$ cat src/rtl/sha256_msg_padder_pkg.sv
// Shared constants, state/pending enums and the length-byte helper for the SHA-256 message padder.
package sha256_pkg;

  localparam int SHA_BLK_WORDS = 16;
  localparam int SHA_BLK_BYTES = 64;
  localparam int SHA_LEN_POS   = 56;
  localparam logic [7:0] SHA_PAD_BYTE = 8'h80;

  typedef enum logic [2:0] {
    ST_IDLE     = 3'd0,
    ST_FILL     = 3'd1,
    ST_PAD      = 3'd2,
    ST_SOC      = 3'd3,
    ST_SEND     = 3'd4,
    ST_WAIT_EOC = 3'd5,
    ST_DONE     = 3'd6
  } padder_state_t;

  // Which generated block (if any) follows the block currently held in the buffer.
  typedef enum logic [1:0] {
    PEND_NONE  = 2'd0,
    PEND_ZERO  = 2'd1,
    PEND_PAD80 = 2'd2
  } pend_t;

  // Big-endian byte of the 64-bit length trailer; idx 0 selects byte 56 (the MSB).
  function automatic logic [7:0] len_byte(input logic [63:0] len, input logic [2:0] idx);
    return len[{~idx, 3'b000} +: 8];
  endfunction

endpackage

$ cat src/rtl/sha256_msg_padder_if.sv
// Byte-stream input, block output and status bundle of the SHA-256 message padder.
interface sha256_msg_padder_if;
  import sha256_pkg::*;

  // Byte handshake: a byte transfers on a rising edge where in_valid and in_ready
  // are both high; the source holds in_byte/in_last/in_valid stable until then.
  logic          in_valid;
  logic          in_ready;
  logic [7:0]    in_byte;
  logic          in_last;
  logic          core_soc;
  logic [31:0]   core_data;
  logic          core_eoc;
  logic          busy;
  logic          msg_done;
  logic [15:0]   blk_cnt;
  padder_state_t dbg_state;

  modport slave (
    input  in_valid, in_byte, in_last, core_eoc,
    output in_ready, core_soc, core_data, busy, msg_done, blk_cnt, dbg_state
  );

  modport master (
    output in_valid, in_byte, in_last, core_eoc,
    input  in_ready, core_soc, core_data, busy, msg_done, blk_cnt, dbg_state
  );

endinterface

$ cat src/rtl/sha256_blk_buf.sv
// 16x32 block buffer: per-byte write mask, synchronous clear, combinational word read.
module sha256_blk_buf
  import sha256_pkg::*;
(
  input  logic                               clk,
  input  logic                               i_clr,
  input  logic [SHA_BLK_BYTES-1:0]           i_we,
  input  logic [SHA_BLK_BYTES-1:0][7:0]      i_wbyte,
  input  logic [3:0]                         i_rd_idx,
  output logic [31:0]                        o_rd_word
);

  logic [SHA_BLK_WORDS-1:0][31:0] r_mem;

  // Byte b lives in word b/4; byte 0 of a word is its most significant lane.
  always_ff @(posedge clk) begin
    if (i_clr) begin
      r_mem <= '0;
    end else begin
      for (int b = 0; b < SHA_BLK_BYTES; b++) begin
        if (i_we[b[5:0]]) begin
          r_mem[b[5:2]][{~b[1:0], 3'b000} +: 8] <= i_wbyte[b[5:0]];
        end
      end
    end
  end

  assign o_rd_word = r_mem[i_rd_idx];

endmodule

$ cat src/rtl/sha256_msg_padder.sv
// Byte-stream to padded 512-bit block feeder for a SHA-256 core (0x80, zero fill, 64-bit length).
module sha256_msg_padder
  import sha256_pkg::*;
#(
  parameter int LEN_W = 64
) (
  input  logic                 clk,
  input  logic                 rst,
  sha256_msg_padder_if.slave   io_pad
);

  padder_state_t     r_state;
  logic [5:0]        r_ptr;
  logic [LEN_W-1:0]  r_len;
  logic [3:0]        r_widx;
  logic              r_final;
  pend_t             r_pend;
  logic              r_core_soc;
  logic [31:0]       r_core_data;
  logic              r_busy;
  logic              r_msg_done;
  logic [15:0]       r_blk_cnt;

  logic                           w_accept;
  logic                           w_eoc_hit;
  logic                           w_build;
  logic                           w_clr;
  logic [SHA_BLK_BYTES-1:0]       w_we;
  logic [SHA_BLK_BYTES-1:0][7:0]  w_wbyte;
  logic [3:0]                     w_rd_idx;
  logic [31:0]                    w_rd_word;
  logic [63:0]                    w_len64;

  assign w_accept  = io_pad.in_valid && (r_state == ST_IDLE || r_state == ST_FILL);
  assign w_eoc_hit = (r_state == ST_WAIT_EOC) && io_pad.core_eoc;
  assign w_build   = w_eoc_hit && !r_final && (r_pend != PEND_NONE);
  assign w_clr     = rst || (w_eoc_hit && !r_final && (r_pend == PEND_NONE));
  assign w_rd_idx  = (r_state == ST_SOC) ? 4'd0 : (r_widx + 4'd1);

  always_comb begin
    w_len64 = '0;
    w_len64[LEN_W-1:0] = r_len;
  end

  // Buffer write source: incoming byte, in-place padding, or a whole generated block.
  always_comb begin
    w_we    = '0;
    w_wbyte = '0;
    if (w_accept) begin
      w_we[r_ptr]    = 1'b1;
      w_wbyte[r_ptr] = io_pad.in_byte;
    end else if (r_state == ST_PAD) begin
      for (int b = 0; b < SHA_BLK_BYTES; b++) begin
        if (r_ptr != 6'd0 && b[5:0] >= r_ptr) begin
          w_we[b[5:0]] = 1'b1;
          if (b[5:0] == r_ptr) begin
            w_wbyte[b[5:0]] = SHA_PAD_BYTE;
          end else if (b >= SHA_LEN_POS && r_ptr < 6'(SHA_LEN_POS)) begin
            w_wbyte[b[5:0]] = len_byte(w_len64, b[2:0]);
          end
        end
      end
    end else if (w_build) begin
      for (int b = 0; b < SHA_BLK_BYTES; b++) begin
        w_we[b[5:0]] = 1'b1;
        if (b >= SHA_LEN_POS) begin
          w_wbyte[b[5:0]] = len_byte(w_len64, b[2:0]);
        end else if (b == 0 && r_pend == PEND_PAD80) begin
          w_wbyte[b[5:0]] = SHA_PAD_BYTE;
        end
      end
    end
  end

  sha256_blk_buf u_buf (
    .clk       (clk),
    .i_clr     (w_clr),
    .i_we      (w_we),
    .i_wbyte   (w_wbyte),
    .i_rd_idx  (w_rd_idx),
    .o_rd_word (w_rd_word)
  );

  always_ff @(posedge clk) begin
    if (rst) begin
      r_state     <= ST_IDLE;
      r_ptr       <= '0;
      r_len       <= '0;
      r_widx      <= '0;
      r_final     <= 1'b0;
      r_pend      <= PEND_NONE;
      r_core_soc  <= 1'b0;
      r_core_data <= '0;
      r_busy      <= 1'b0;
      r_msg_done  <= 1'b0;
      r_blk_cnt   <= '0;
    end else begin
      r_core_soc <= 1'b0;
      r_msg_done <= 1'b0;
      case (r_state)
        ST_IDLE, ST_FILL: begin
          if (w_accept) begin
            r_ptr  <= r_ptr + 6'd1;
            r_len  <= r_len + LEN_W'(8);
            r_busy <= 1'b1;
            if (io_pad.in_last) begin
              r_state <= ST_PAD;
            end else if (r_ptr == 6'd63) begin
              r_final    <= 1'b0;
              r_pend     <= PEND_NONE;
              r_state    <= ST_SOC;
              r_core_soc <= 1'b1;
              r_blk_cnt  <= r_blk_cnt + 16'd1;
            end else begin
              r_state <= ST_FILL;
            end
          end
        end
        ST_PAD: begin
          r_state    <= ST_SOC;
          r_core_soc <= 1'b1;
          r_blk_cnt  <= r_blk_cnt + 16'd1;
          // No room for the length trailer means one more, generated, block follows.
          if (r_ptr == 6'd0) begin
            r_final <= 1'b0;
            r_pend  <= PEND_PAD80;
          end else if (r_ptr >= 6'(SHA_LEN_POS)) begin
            r_final <= 1'b0;
            r_pend  <= PEND_ZERO;
          end else begin
            r_final <= 1'b1;
            r_pend  <= PEND_NONE;
          end
        end
        ST_SOC: begin
          r_state     <= ST_SEND;
          r_widx      <= 4'd0;
          r_core_data <= w_rd_word;
        end
        ST_SEND: begin
          if (r_widx == 4'd15) begin
            r_core_data <= '0;
            r_state     <= ST_WAIT_EOC;
          end else begin
            r_core_data <= w_rd_word;
            r_widx      <= r_widx + 4'd1;
          end
        end
        ST_WAIT_EOC: begin
          if (io_pad.core_eoc) begin
            if (r_final) begin
              r_state    <= ST_DONE;
              r_msg_done <= 1'b1;
              r_busy     <= 1'b0;
            end else if (r_pend != PEND_NONE) begin
              r_pend     <= PEND_NONE;
              r_final    <= 1'b1;
              r_state    <= ST_SOC;
              r_core_soc <= 1'b1;
              r_blk_cnt  <= r_blk_cnt + 16'd1;
            end else begin
              r_ptr   <= '0;
              r_state <= ST_FILL;
            end
          end
        end
        ST_DONE: begin
          r_state   <= ST_IDLE;
          r_len     <= '0;
          r_blk_cnt <= '0;
          r_ptr     <= '0;
          r_final   <= 1'b0;
        end
        default: r_state <= ST_IDLE;
      endcase
    end
  end

  assign io_pad.in_ready  = (r_state == ST_IDLE) || (r_state == ST_FILL);
  assign io_pad.core_soc  = r_core_soc;
  assign io_pad.core_data = r_core_data;
  assign io_pad.busy      = r_busy;
  assign io_pad.msg_done  = r_msg_done;
  assign io_pad.blk_cnt   = r_blk_cnt;
  assign io_pad.dbg_state = r_state;

endmodule

$ cat src/flat_wrapper.sv
// flat-port wrapper written by rule: the top's interface ports become plain ports
module sha256_msg_padder_flat import sha256_pkg::*;
#(
  parameter int LEN_W = 64
)
  (clk, rst, io_pad_in_valid, io_pad_in_byte, io_pad_in_last, io_pad_core_eoc, io_pad_in_ready, io_pad_core_soc, io_pad_core_data, io_pad_busy, io_pad_msg_done, io_pad_blk_cnt, io_pad_dbg_state);
  sha256_msg_padder_if io_pad_i ();
  input  logic clk;
  input  logic rst;
  input wire logic [$bits(io_pad_i.in_valid)-1:0] io_pad_in_valid;
  input wire logic [$bits(io_pad_i.in_byte)-1:0] io_pad_in_byte;
  input wire logic [$bits(io_pad_i.in_last)-1:0] io_pad_in_last;
  input wire logic [$bits(io_pad_i.core_eoc)-1:0] io_pad_core_eoc;
  output wire logic [$bits(io_pad_i.in_ready)-1:0] io_pad_in_ready;
  output wire logic [$bits(io_pad_i.core_soc)-1:0] io_pad_core_soc;
  output wire logic [$bits(io_pad_i.core_data)-1:0] io_pad_core_data;
  output wire logic [$bits(io_pad_i.busy)-1:0] io_pad_busy;
  output wire logic [$bits(io_pad_i.msg_done)-1:0] io_pad_msg_done;
  output wire logic [$bits(io_pad_i.blk_cnt)-1:0] io_pad_blk_cnt;
  output wire logic [$bits(io_pad_i.dbg_state)-1:0] io_pad_dbg_state;
  assign io_pad_i.in_valid = io_pad_in_valid;
  assign io_pad_i.in_byte = io_pad_in_byte;
  assign io_pad_i.in_last = io_pad_in_last;
  assign io_pad_i.core_eoc = io_pad_core_eoc;
  assign io_pad_in_ready = io_pad_i.in_ready;
  assign io_pad_core_soc = io_pad_i.core_soc;
  assign io_pad_core_data = io_pad_i.core_data;
  assign io_pad_busy = io_pad_i.busy;
  assign io_pad_msg_done = io_pad_i.msg_done;
  assign io_pad_blk_cnt = io_pad_i.blk_cnt;
  assign io_pad_dbg_state = io_pad_i.dbg_state;
  sha256_msg_padder #(.LEN_W(LEN_W)) u_core (.clk(clk), .rst(rst), .io_pad(io_pad_i));
endmodule
$ cat config.mk
export PLATFORM = sky130hd
export DESIGN_NAME = sha256_msg_padder_flat
export DESIGN_NICKNAME = d
export VERILOG_FILES = /design/src/rtl/sha256_msg_padder_pkg.sv /design/src/rtl/sha256_msg_padder_if.sv /design/src/rtl/sha256_blk_buf.sv /design/src/rtl/sha256_msg_padder.sv /design/src/flat_wrapper.sv
export SDC_FILE = /design/constraint.sdc
export NUM_CORES = 2
export LEC_CHECK = 0
export ABC_CLOCK_PERIOD_IN_PS = 2490
export CELL_PAD_IN_SITES_DETAIL_PLACEMENT = 0
export CELL_PAD_IN_SITES_GLOBAL_PLACEMENT = 1
export CORE_AREA = 8 8 415 296
export CTS_BUF_LIST = sky130_fd_sc_hd__clkbuf_2
export CTS_CLUSTER_DIAMETER = 200
export CTS_CLUSTER_SIZE = 25
export DETAILED_ROUTE_END_ITERATION = 12
export DIE_AREA = 0 0 423 304
export PLACE_DENSITY_LB_ADDON = 0.08
export SYNTH_ARGS = -nofsm -noshare
export SYNTH_HDL_FRONTEND = slang
export SYNTH_SLANG_ARGS = --single-unit
$ cat constraint.sdc
create_clock -name clk -period 2.49 [get_ports clk]
set_input_delay 0.249 -clock clk [delete_from_list [all_inputs] [get_ports clk]]
set_output_delay 0.249 -clock clk [all_outputs]
set_load 0.005 [all_outputs]
==> run summary <==
status - complete, but fails checks
failing checks - negative setup slack
# IOs - 68
Startpoint Class - register
Hold WS - 0.125 ns
post-place instance area - 0.0349 mm²
largest net degree at the start of global routing - 79
Clock Path Buffers - 3
cell row count - 105
total grt overflow - 0
clock share of power - 22.5%
CTS Buf Count - 29
Post-Syn Nets - 3506
Comb power frac - 15.5%
number of synthesized register bits - 640
power per cell area - 431 mW/mm²
final hold violation count - 0
P_sw - 5.13 mW
IO buf count - 67
number of synthesized flops with an enable pin - 0
area growth from synthesis to layout - 35.7%
CTS tree - yes
post-synth cell types - 88
Pre-Repair DR Iteration Count - 8
core area - 0.116 mm²
critical path class - reg -> reg
crit path max fanout - 7
dpl cells - 5317
Clock Skews - 0.124 ns
worst flop-to-flop path startpoint - u_core.io_pad.dbg_state[1]
drt via density - 5.55
Die H - 304 µm
Setup WS post-layout - -0.114 ns
CP required - 3.87 ns
slew margin rel. - 46.0%
synthesis warning total - 0
register area share after synthesis - 44.4%
layout cells sized above 1 - 27.4%
Clock Latency Late Sink - 1.48 ns
wire per inst - 28.0 µm
Final Instance Area - 0.0391 mm²
DR vias - 30700
sw frac - 30.5%
# clock sinks - 640
worst min path class - in -> reg
gr usage total - 22.2%
Layout Cells excl Fill - 5528
Synth async-reset ratio - 0%
Clock transition at path regs - 0.58 ns
first-pass GRT wire length - 216000 µm
Finish-stage setup viols - 47
synthesized area - 0.0288 mm²
GP Congestion - 0.892
Initial Util - 24.8%
Crit. Startpoint - u_core.io_pad.dbg_state[1]
Fmax - 0.384 GHz
Final period util - 105%
worst slew pin tran - 0.810 ns
Seq pwr share - 61.9%
die area - 0.129 mm²
WP data arrival - 3.98 ns
dominant synthesized flop cell - dfxtp_1
Die Width - 423 µm
H-tree levels - 1
Routed Antenna Nets - 0
final slew viol count - 0
Remaining DRCs - 0
VDD IR-drop max - 367 µV
hold path startpoint - rst
Int Power - 11.7 mW
antenna violations before repair - 11
Syn Inst Count - 3486
Root Buffer - clkbuf_2
fin nets - 3993
RSZ-0062 raised after global routing - true
LEAKAGE - 14.2 nW
vias in the first global route - 29100
Tmin final - 2.60 ns
Avg Synthesized Cell Area - 8.27 µm²
dpl hpwl - 106000 µm
final wirelength - 155000 µm
CP Capture Type - register
Max-cap violations - 0
1st-iter DRT viols - 3632
placed cells by master, fill, tap and decap left out, types with 14 or more instances in the layout:
cell and count:
clkbuf_2 29, buf_12 94, buf_2 21, nand3_1 153
xor2_1 31, dlygate4sd3_1 20, buf_6 64, clkbuf_16 14
dfxtp_2 41, nor2_2 21, nand3_2 14, dfxtp_1 575
a22o_1 36, nor2_1 589, a211oi_4 19, a222oi_1 60
dfxtp_4 24, xnor2_1 40, inv_1 19, a21oi_2 29
nand4_1 23, or3_1 14, nor3_1 25, a221o_1 54
a22oi_2 34, a31oi_1 16, buf_4 466, o41ai_2 16
nand2_1 418, o211ai_1 17, and3_1 19, o21ai_1 19
and2_1 16, a21oi_1 164, a22oi_1 328, mux2i_1 24
o21ai_0 66
cell usage after synthesis (all sizes together) (18+ instances only):
cell / n / share of area (%)
a222oi: 60 / 2.1
nor2: 623 / 8.1
xnor2: 42 / 1.3
a31oi: 22 / 0.50
a211oi: 43 / 1.6
o21ai: 100 / 1.8
nand2: 433 / 5.6
nor3: 45 / 1.0
inv: 24 / 0.31
or3: 18 / 0.39
a22oi: 362 / 9.4
clkbuf: 187 / 2.4
a22o: 36 / 1.1
xor2: 33 / 1.0
dfxtp: 640 / 44
mux2i: 24 / 0.83
a21oi: 203 / 3.7
nand4: 24 / 0.54
a221o: 54 / 1.9
o41ai: 18 / 0.55
nand3: 168 / 3.0
buf: 89 / 1.5
and3: 20 / 0.43
path summary, 6_finish.rpt:
kind	end	slack, ns	cells past startpoint
hold / removal	u_core.io_pad.core_soc	0.12	3
setup / recovery	u_core.u_buf.r_mem[497]	-0.11	13
setup reg to reg	u_core.u_buf.r_mem[497]	-0.11	13
hold reg to reg	u_core.u_buf.r_mem[399]	0.48	2
state kept, by name, summed over array words and instances, names as in the netlist:
| name | flops |
|---|---|
| u_core.io_pad.busy | 1 |
| u_core.u_buf.r_mem | 512 |
| u_core.io_pad.core_soc | 1 |
| u_core.io_pad.blk_cnt | 16 |
| u_core.io_pad.core_data | 32 |
| u_core.r_pend | 2 |
| u_core.r_final | 1 |
| u_core.r_len | 61 |
| u_core.io_pad.dbg_state | 3 |
| u_core.io_pad.msg_done | 1 |
| u_core.r_widx | 4 |
| u_core.r_ptr | 6 |
cell families (layout without fill, tap and decap cells):
kind of cell	count (synthesis)	count (layout)	synth area share, %
flops	640	640	44.4
fa+ha+maj	7	7	0.304
simple gates	1411	1411	21.4
other cells	0	5	0
mux	27	27	0.990
compound gates	1026	1026	26.3
buf+inv	300	786	4.26
xor+xnor	75	75	2.30
layer usage:
metal	global-route usage [%]	routed length, µm
met2	32.7	63800
met4	5.09	4340
met3	2.29	9370
met5	0	27
met1	34.3	77400
power groups by stage:
stage | Combinational [mW] | Sequential, mW | Clock [mW]
floorplan | 0.870 | 10.5 | 0
global placement | 2.00 | 10.6 | 0
detailed placement | 2.00 | 10.6 | 0
CTS | 2.27 | 10.4 | 4.00
global route | 2.70 | 10.5 | 4.27
finish | 2.62 | 10.4 | 3.80
repair_timing:
action	in CTS	in global routing
hold buffers	23	0
buffers inserted	82	64
resized for setup	426	262
hold endpoints to repair	523	0
setup endpoints to repair	518	439
gates cloned	7	13
pin swaps	34	116
area by class of cell:
cell class	count	area (µm²)
multi-input cells	2546	16400
diodes	5	12.5
repair buffers	732	7560
flip-flops and latches	640	13000
clock inverters	1	11.3
inverters	24	90.1
clock buffers	29	145
fillers	12200	77000
well taps	1551	1940
critical path, stage by stage (launching register included):
cell	delay, ns
dfxtp_4	0.49
buf_8	0.12
buf_4	0.11
buf_8	0.11
nor3b_4	0.31
buf_4	0.18
o21ai_4	0.10
buf_6	0.15
o21ai_4	0.16
buf_12	0.17
a211oi_4	0.07
clkbuf_16	0.19
a222oi_1	0.27
nor2_1	0.06
through the flow:
step                      setup slack [ns]  util, %  power, mW  TNS (ns)
after detailed placement            -0.449     30.0       12.6    -32.75
final                               -0.114     33.7       16.9     -1.70
after CTS                           -0.234     31.9       16.7     -2.58
after global placement              -0.440     30.0       12.6    -27.48
after floorplan                     0.0169        -       11.4         0
after global routing                -0.239     33.7       17.4    -12.82
(Power assumes the default switching activity.)
